--- src/rtl/mips_run_ctrl.sv ---
// Run controller for the pipelined MIPS core: holds the core in reset, counts run
// cycles, and ends the run on a repeated fetch PC (halt) or on a cycle limit (timeout).
module mips_run_ctrl #(
    parameter int unsigned PC_W         = 32,
    parameter int unsigned CNT_W        = 32,
    parameter int unsigned RESET_CYCLES = 2,
    parameter int unsigned MAX_CYCLES   = 100000,
    parameter int unsigned HALT_REPEAT  = 4,
    parameter int unsigned AUTO_START   = 1
) (
    input  logic             clk,
    input  logic             reset,
    input  logic             start,
    input  logic [PC_W-1:0]  pc_in,
    input  logic             pc_valid,
    output logic             cpu_reset,
    output logic             running,
    output logic             done,
    output logic             timeout,
    output logic [CNT_W-1:0] cycle_count,
    output logic [PC_W-1:0]  halt_pc
);

    localparam int unsigned HOLD_W = (RESET_CYCLES > 1) ? $clog2(RESET_CYCLES) : 1;
    localparam int unsigned REP_W  = $clog2(HALT_REPEAT + 1);

    localparam logic [HOLD_W-1:0] HOLD_LAST = HOLD_W'(RESET_CYCLES - 1);
    localparam logic [REP_W-1:0]  REP_HALT  = REP_W'(HALT_REPEAT);
    localparam logic [CNT_W-1:0]  CNT_MAX   = CNT_W'(MAX_CYCLES);

    typedef enum logic [1:0] {IDLE, HOLD, RUN, DONE} state_t;

    state_t            state, state_nx;
    logic [HOLD_W-1:0] hold_cnt, hold_cnt_nx;
    logic [REP_W-1:0]  rep_cnt, rep_cnt_nx, rep_inc;
    logic [PC_W-1:0]   last_pc, last_pc_nx;
    logic              last_ok, last_ok_nx;
    logic              cpu_reset_nx, running_nx, done_nx, timeout_nx;
    logic [CNT_W-1:0]  cycle_count_nx, cnt_inc;
    logic [PC_W-1:0]   halt_pc_nx;
    logic              halt_hit;

    always_ff @(posedge clk) begin
        if (reset) begin
            state       <= (AUTO_START != 0) ? HOLD : IDLE;
            hold_cnt    <= '0;
            rep_cnt     <= '0;
            last_pc     <= '0;
            last_ok     <= 1'b0;
            cpu_reset   <= 1'b1;
            running     <= 1'b0;
            done        <= 1'b0;
            timeout     <= 1'b0;
            cycle_count <= '0;
            halt_pc     <= '0;
        end else begin
            state       <= state_nx;
            hold_cnt    <= hold_cnt_nx;
            rep_cnt     <= rep_cnt_nx;
            last_pc     <= last_pc_nx;
            last_ok     <= last_ok_nx;
            cpu_reset   <= cpu_reset_nx;
            running     <= running_nx;
            done        <= done_nx;
            timeout     <= timeout_nx;
            cycle_count <= cycle_count_nx;
            halt_pc     <= halt_pc_nx;
        end
    end

    always_comb begin
        state_nx       = state;
        hold_cnt_nx    = hold_cnt;
        rep_cnt_nx     = rep_cnt;
        last_pc_nx     = last_pc;
        last_ok_nx     = last_ok;
        cpu_reset_nx   = cpu_reset;
        running_nx     = running;
        done_nx        = done;
        timeout_nx     = timeout;
        cycle_count_nx = cycle_count;
        halt_pc_nx     = halt_pc;
        cnt_inc        = cycle_count + CNT_W'(1);
        rep_inc        = rep_cnt + REP_W'(1);
        halt_hit       = 1'b0;

        case (state)
            IDLE, DONE: begin
                cpu_reset_nx = 1'b1;
                running_nx   = 1'b0;
                // IDLE and DONE share the restart path; the status is cleared as HOLD begins
                if (start) begin
                    state_nx       = HOLD;
                    hold_cnt_nx    = '0;
                    rep_cnt_nx     = '0;
                    last_ok_nx     = 1'b0;
                    done_nx        = 1'b0;
                    timeout_nx     = 1'b0;
                    cycle_count_nx = '0;
                    halt_pc_nx     = '0;
                end
            end
            HOLD: begin
                cpu_reset_nx = 1'b1;
                if (hold_cnt == HOLD_LAST) begin
                    state_nx     = RUN;
                    hold_cnt_nx  = '0;
                    cpu_reset_nx = 1'b0;
                    running_nx   = 1'b1;
                end else begin
                    hold_cnt_nx = hold_cnt + HOLD_W'(1);
                end
            end
            RUN: begin
                cycle_count_nx = cnt_inc;
                if (pc_valid) begin
                    if (last_ok && (pc_in == last_pc)) begin
                        rep_cnt_nx = rep_inc;
                        halt_hit   = (rep_inc == REP_HALT);
                    end else begin
                        rep_cnt_nx = REP_W'(1);
                        last_pc_nx = pc_in;
                        last_ok_nx = 1'b1;
                    end
                end
                // halt takes priority over a timeout landing on the same edge
                if (halt_hit || (cnt_inc == CNT_MAX)) begin
                    state_nx     = DONE;
                    done_nx      = 1'b1;
                    timeout_nx   = !halt_hit;
                    cpu_reset_nx = 1'b1;
                    running_nx   = 1'b0;
                    if (halt_hit) halt_pc_nx = pc_in;
                end
            end
        endcase
    end

endmodule

--- config.mk ---
export PLATFORM = sky130hd
export DESIGN_NAME = mips_run_ctrl
export DESIGN_NICKNAME = d
export VERILOG_FILES = /design/src/rtl/mips_run_ctrl.sv
export SDC_FILE = /design/constraint.sdc
export NUM_CORES = 1
export LEC_CHECK = 0
export CELL_PAD_IN_SITES_DETAIL_PLACEMENT = 1
export CELL_PAD_IN_SITES_GLOBAL_PLACEMENT = 1
export CORE_MARGIN = 2
export CORE_UTILIZATION = 35
export DETAILED_ROUTE_END_ITERATION = 8
export GPL_TIMING_DRIVEN = 1
export PLACE_DENSITY_LB_ADDON = 0.08
export SYNTH_ARGS = -nofsm -noshare
export SYNTH_HDL_FRONTEND = slang
export SYNTH_SLANG_ARGS = --single-unit
--- constraint.sdc ---
create_clock -name clk -period 2.3 [get_ports clk]
set_input_delay 0.46 -clock clk [delete_from_list [all_inputs] [get_ports clk]]
set_output_delay 0.46 -clock clk [all_outputs]
set_load 0.01 [all_outputs]
==> metrics.cfg, run 1 <==
[routing]
first_pass_iters=4
met3_wirelength_um=708
vias=5642
ant_nets=0
met1_length_um=9380
drt_wl_total_um=20400
drc=0
top_layer=met5
route.met2.wl_um=9990
wl_per_cell_um=19.2
drt_first_iter_violations=270
avgViaCountPerCell=5.32

[setup_path]
max_stage_delay_ns=0.36
r2r_cells=10
crit_fanout=8
cp_slowest_cell=nor4_4
crit_chain=dlygate4sd2_1, xnor2_2, nand4_1, nor4_4, nand3_1, o21a_2, buf_6, or2_4, clkbuf_16, nand2_4, a21oi_2
crit_path_start_kind=input pin
cp.required_ns=2.52
cp.arrival_ns=2.65
path_class=input pin to flop
r2r_start=last_pc[26]
cp-end-kind=flop
path_buf_inv=3
cp_top_family=simple AND/OR/NAND/NOR gates
r2r-end=halt_pc[20]
rrSetupSlack_ns=-0.12

[logic_synthesis]
syn_nets=695
synthFlopType=dfxtp_1
synthDistinctLibCells=64
async_flop_share=0
synth_edf_count=0
synth-seq-cells=107
ys_seq_area_frac=0.391
netlist_instances=652
syn_area_um2=5480
ys_warn_count=0
syn_area_per_cell_um2=8.41

[clock_network]
clkSinkCount=107
cts_buffers=9
cts_tree=yes
clkLatencyLatePin_ns=0.36
cts.clk_slew.worst_paths_ns=0.07
cts_root_buffer=clkbuf_16
htree_num_levels=3
cts_max_path_buffers=2

[finish]
layout.nets=886
drive_above_1_share=0.369
syn2layout_area_growth_pct=62.5
final_core_util=0.584
nFillCells=1682

[hold_path]
hp-start=pc_in[18]
hold_path_class=input pin to flop
hold_end=halt_pc[18]
hold_depth=3

[outcome]
violations=negative setup slack
status=finished, violations left

[timing]
hold_violations=0
worst_slack_ns=-0.133
rsz0062_at_grt=true
slew_headroom=0.529
period_share=1.06
min_period_ns=2.43
fmax_mhz=411
worstMarginPinSlew_ns=0.706
fin_tns_setup_ns=-2.60
drv_slew=0
finClkSkew_ns=0.00932
setup_viol=36

[global_routing]
grt_pass1_vias=5928
overflow=0
grt_max_degree=59
grtUsageTotal=0.229
antenna_found_initial=2
grt_pass1_wl_um=30500

[power]
power_frac_clock=0.261
seq_power_share=0.322
internal_power_mw=3.94
power.total_mw=6.23
combPwrFrac=0.417
power.leakage_nw=3.44
sw_frac_of_total=0.367
p_switching_mw=2.29
power_density_nw_per_um2=700
ir_drop_mv=0.369

[die]
core_area_um2=15300
placementRows=45
start_util=0.359
die_h_um=129
die_w_um=129
pin_count=104
die_area_um2=16700

[placed_design]
dp_hpwl_um=12700
place.gp.congestion=0.817
portBuffers=103

[job]
maxCapViolations=0

-- routing by layer --
| layer | GRT usage | vias up |
|---|---|---|
| met5 | 0 | - |
| met4 | 0.0518 | 2 |
| met3 | 0.0355 | 25 |
| met2 | 0.380 | 97 |
| met1 | 0.315 | 2811 |
| li1 | - | 2707 |
-- cell usage after synthesis (all sizes together) (7+ instances only) --
| cell type | n | share of area |
|---|---|---|
| nand4 | 14 | 0.018 |
| xnor2 | 35 | 0.056 |
| nand3 | 47 | 0.051 |
| a31oi | 11 | 0.013 |
| a311oi | 13 | 0.021 |
| buf | 15 | 0.018 |
| dfxtp | 107 | 0.39 |
| and2 | 9 | 0.011 |
| o21ai | 20 | 0.019 |
| xor2 | 7 | 0.011 |
| and3 | 9 | 0.010 |
| ha | 7 | 0.016 |
| nor2 | 74 | 0.051 |
| nand2 | 67 | 0.046 |
| clkbuf | 32 | 0.026 |
| nor4 | 9 | 0.018 |
| mux2i | 34 | 0.062 |
| a21oi | 65 | 0.059 |
| nor3 | 15 | 0.015 |
-- worst max-delay path by stage --
stage / to / start / cells after the start / slack (ns)
after floorplan: running / cycle_count[11] / 9 / -0.02
after global placement: halt_pc[18] / pc_in[28] / 10 / -0.70
after detailed placement: halt_pc[28] / pc_in[28] / 10 / -0.71
after CTS: running / cycle_count[3] / 10 / -0.08
after global routing: halt_pc[20] / pc_in[5] / 11 / -0.26
final: halt_pc[20] / pc_in[15] / 11 / -0.13
-- metrics by stage --
step	area, um^2	instances	setup WS [ns]	hold WS (ns)
finish	8900	1060	-0.133	0.425
global route	8900	1060	-0.261	0.429
CTS	8120	1054	-0.0800	0.456
detailed placement	7470	1024	-0.708	0.445
global placement	7470	1024	-0.699	0.438
floorplan	5530	652	-0.0161	0.457
-- logic make-up (layout without fill, tap and decap cells) --
group | count (synthesis) | in the layout | share of synthesized area
compound gates | 137 | 137 | 0.156
flops | 107 | 107 | 0.391
xor+xnor | 42 | 42 | 0.0671
simple gates | 270 | 270 | 0.255
mux | 35 | 35 | 0.0642
other cells | 0 | 1 | 0
buf+inv | 54 | 250 | 0.0507
fa+ha+maj | 7 | 7 | 0.0160
-- power groups by stage --
stage	clock [mW]	sequential [mW]	combinational (mW)
5_1_grt	1.73	2.02	2.76
4_1_cts	1.65	2.00	2.05
3_3_place_gp	0	2.03	1.54
6_report	1.62	2.01	2.60
2_1_floorplan	0	2.04	0.859
3_5_place_dp	0	2.04	1.61
-- repair_timing --
item	4_1_cts	5_1_grt
gates cloned	3	4
setup endpoints to repair	70	70
buffers inserted	13	3
endpoints found under the hold margin	0	0
hold buffers	0	0
gates resized for setup	82	160
pin swaps	32	86
-- state kept, by name, indices dropped and copies added, names as in the netlist --
register     cells
running          1
hold_cnt         1
last_pc         32
last_ok          1
rep_cnt          3
timeout          1
done             1
halt_pc         32
cycle_count     32
cpu_reset        1
state            2
-- worst min-delay path, delay by kind of cell --
family / cells / cell delay [ns]
simple gates: 1 / 0.11
compound gates: 1 / 0.05
buf+inv: 1 / 0.12
-- placed cells by master, fill, tap and decap left out, drive strengths merged, types with 6 or more instances in the layout --
cell,Yosys,layout
o21ai,20,20
ha,7,7
and3,9,9
nand2b,6,6
mux2i,34,34
xnor2,35,35
and4,6,6
nor3,15,15
a21oi,65,65
dfxtp,107,107
dlygate4sd2,0,24
xor2,7,7
buf,15,124
nand3,47,47
clkdlybuf4s50,0,71
and2,9,9
nor2,74,74
clkbuf,32,15
nand2,67,67
a311oi,13,13
nor4,9,9
a31oi,11,11
nand4,14,14
-- layout make-up --
cell class | count | area (um^2) | area share
Multi-Input combinational cell | 491 | 3910 | 0.439
Timing Repair Buffer | 229 | 2240 | 0.251
Sequential cell | 107 | 2170 | 0.244
Tap cell | 211 | 264 | 0.0297
Clock buffer | 10 | 239 | 0.0268
Clock inverter | 6 | 65.1 | 0.00731
Inverter | 5 | 18.8 | 0.00211
Antenna cell | 1 | 2.50 | 0.000281
Power figures use the tool's default switching activity.
==> run 2, diff against run 1 <==
--- a/config.mk
+++ b/config.mk
@@ -7,7 +7,7 @@
 export LEC_CHECK = 0
 export CELL_PAD_IN_SITES_DETAIL_PLACEMENT = 1
 export CELL_PAD_IN_SITES_GLOBAL_PLACEMENT = 1
-export CORE_MARGIN = 2
+export CORE_MARGIN = 4
 export CORE_UTILIZATION = 35
 export DETAILED_ROUTE_END_ITERATION = 8
 export GPL_TIMING_DRIVEN = 1
==> run 2 against run 1 <==
The run still ends with negative setup slack left. Cell count is 0.38% lower. Global-route usage is 1.9 points lower. Clock skew is 0.0021 ns lower. Register-to-register slack worse by 0.06 ns. Sequential share of layout area is 1.8 points higher. Count of clock-buffer cells in the layout is 1 higher. Sequential power hardly changed. First-iteration DRC count is 16% higher. Cell area is 7.3% lower. Worst setup slack worse by 0.043 ns. Clock power is 5% lower. Critical path type is now flop to flop. Critical endpoint is now running. Largest power group is now registers. Highest routed layer unchanged.
==> metrics.cfg, run 2 (synthesis gave the netlist of run 1 again) <==
[timing]
setup_viol=6
worst_slack_ns=-0.176
fmax_mhz=404
slew_headroom=0.713
finClkSkew_ns=0.00718
rsz0062_at_grt=true
holdWs_ns=0.410
period_share=1.08
worstMarginPinSlew_ns=0.428
drv_slew=0
min_period_ns=2.48
hold_violations=0

[placed_design]
dp_hpwl_um=13500
place.gp.congestion=0.831
pre_cts_slack_ns=-0.691
portBuffers=103

[routing]
ant_nets=0
drt_first_iter_violations=314
avgViaCountPerCell=5.32
drc=0
drt_wl_total_um=19300
wl_per_cell_um=18.2
vias=5619
first_pass_iters=4

[die]
placementRows=45
die_area_um2=17700
die_h_um=133
start_util=0.359
pin_count=104
die_w_um=133
core_area_um2=15300

[setup_path]
endpoint=running
cp.required_ns=2.55
r2r_start=cycle_count[10]
crit_path_start_kind=flop
cp_slowest_cell=nor4_4
path_class=flop to flop
cp-end-kind=flop
cp_top_family=simple AND/OR/NAND/NOR gates
critical_path_depth=10
r2r_cells=10
cp-startpoint=cycle_count[10]
path_buf_inv=2
rrSetupSlack_ns=-0.18
cp.arrival_ns=2.72
r2r-end=running
crit_chain=nand4_4, nor4_4, buf_4, buf_6, and4_4, mux2i_4, nor4_4, nand4_4, and2_4, o221a_1
crit_fanout=6
max_stage_delay_ns=0.36

[power]
p_switching_mw=1.88
internal_power_mw=3.50
ir_drop_mv=0.396
sw_frac_of_total=0.349
power_density_nw_per_um2=652
power_frac_clock=0.285
combPwrFrac=0.343
power.leakage_nw=3.31
seq_power_share=0.372

[clock_network]
holdBufCountCts=0
cts_buffers=9
clkSinkCount=107
cts_tree=yes
cts_max_path_buffers=2
htree_num_levels=3
cts.clk_slew.worst_paths_ns=0.08
cts_root_buffer=clkbuf_16
clkLatencyLatePin_ns=0.36

[global_routing]
grt_pass1_vias=5723
grt_pass1_wl_um=30300
antenna_found_initial=1
grt_max_degree=35
overflow=0
grtUsageTotal=0.210

[finish]
layout.nets=883
final_cell_mix=buf_4 (105), dfxtp_1 (96), clkdlybuf4s50_1 (74)
largest_registers=cycle_count: 32 flops, halt_pc: 32 flops, last_pc: 32 flops
insertedDiodeCount=0
layout_commonest_cell=buf_4
syn2layout_area_growth_pct=50.6
drive_above_1_share=0.265

[outcome]
status=finished, violations left
violations=negative setup slack

[hold_path]
hold_path_class=input pin to flop

[job]
maxCapViolations=0

[run 2: cell count changes in the layout (fill, tap and decap cells not counted), moves of 6 or more]
cell and delta:
nand2_1 +33, nand2_4 -30, a21oi_2 -23, a21oi_1 +22
nand3_1 +17, dlymetal6s2s_1 +13, dlygate4sd2_1 -11, nand3_4 -10
dfxtp_1 +7, dfxtp_2 -7, nand3_2 -7, buf_4 +6
[run 2: layer usage]
layer | vias up | track usage | routed length (um)
li1 | 2702 | - | -
met1 | 2788 | 0.288 | 9160
met2 | 117 | 0.345 | 9150
met3 | 10 | 0.0457 | 838
met4 | 2 | 0.0337 | 102
met5 | - | 0 | 8
[run 2: area by class of cell]
type	instances	area [um^2]
timing repair buffer	226	2140
inverter	5	18.8
multi-input combinational	491	3380
fill	1783	7000
tap	211	264
sequential	107	2160
clock inverter	5	43.8
clock buffer	11	243
[run 2: power by group through the flow]
| stage | Sequential [mW] | Combinational (mW) | Clock, mW |
|---|---|---|---|
| 5_1_grt | 2.01 | 2.00 | 1.66 |
| 3_3_place_gp | 2.04 | 1.50 | 0 |
| 4_1_cts | 2.00 | 1.73 | 1.59 |
| 2_1_floorplan | 2.04 | 0.859 | 0 |
| 6_report | 2.00 | 1.84 | 1.54 |
| 3_5_place_dp | 2.04 | 1.54 | 0 |
[run 2: worst min-delay path by stage]
stage	start	to	slack (ns)	depth (start not counted)
global route	pc_in[18]	halt_pc[18]	0.42	3
finish	pc_in[18]	last_pc[18]	0.41	3
detailed placement	halt_pc[28]	halt_pc[28]	0.45	2
global placement	halt_pc[28]	halt_pc[28]	0.44	2
floorplan	rep_cnt[2]	rep_cnt[2]	0.46	2
CTS	halt_pc[28]	halt_pc[28]	0.46	2
[run 2: metrics by stage]
stage	area, um^2	setup TNS [ns]	util	power, mW	cells
floorplan	5530	-0.0161	-	2.90	652
global placement	7460	-40.77	0.489	3.53	1026
detailed placement	7460	-43.48	0.489	3.58	1026
CTS	7990	-0.530	0.523	5.31	1052
global route	8260	-1.38	0.541	5.67	1056
finish	8260	-0.716	0.541	5.38	1056
[run 2: worst register-to-register path: stages (launching register included)]
cell	delay [ns]
dfxtp_2	0.35
nand4_4	0.13
nor4_4	0.30
buf_4	0.19
buf_6	0.10
and4_4	0.24
mux2i_4	0.08
nor4_4	0.36
nand4_4	0.20
and2_4	0.20
o221a_1	0.23
[run 2: timing repair]
item,4_1_cts,5_1_grt
pin swaps,27,42
setup buffers,9,2
gates resized for setup,48,56
gates cloned,1,3
setup endpoints to repair,70,56
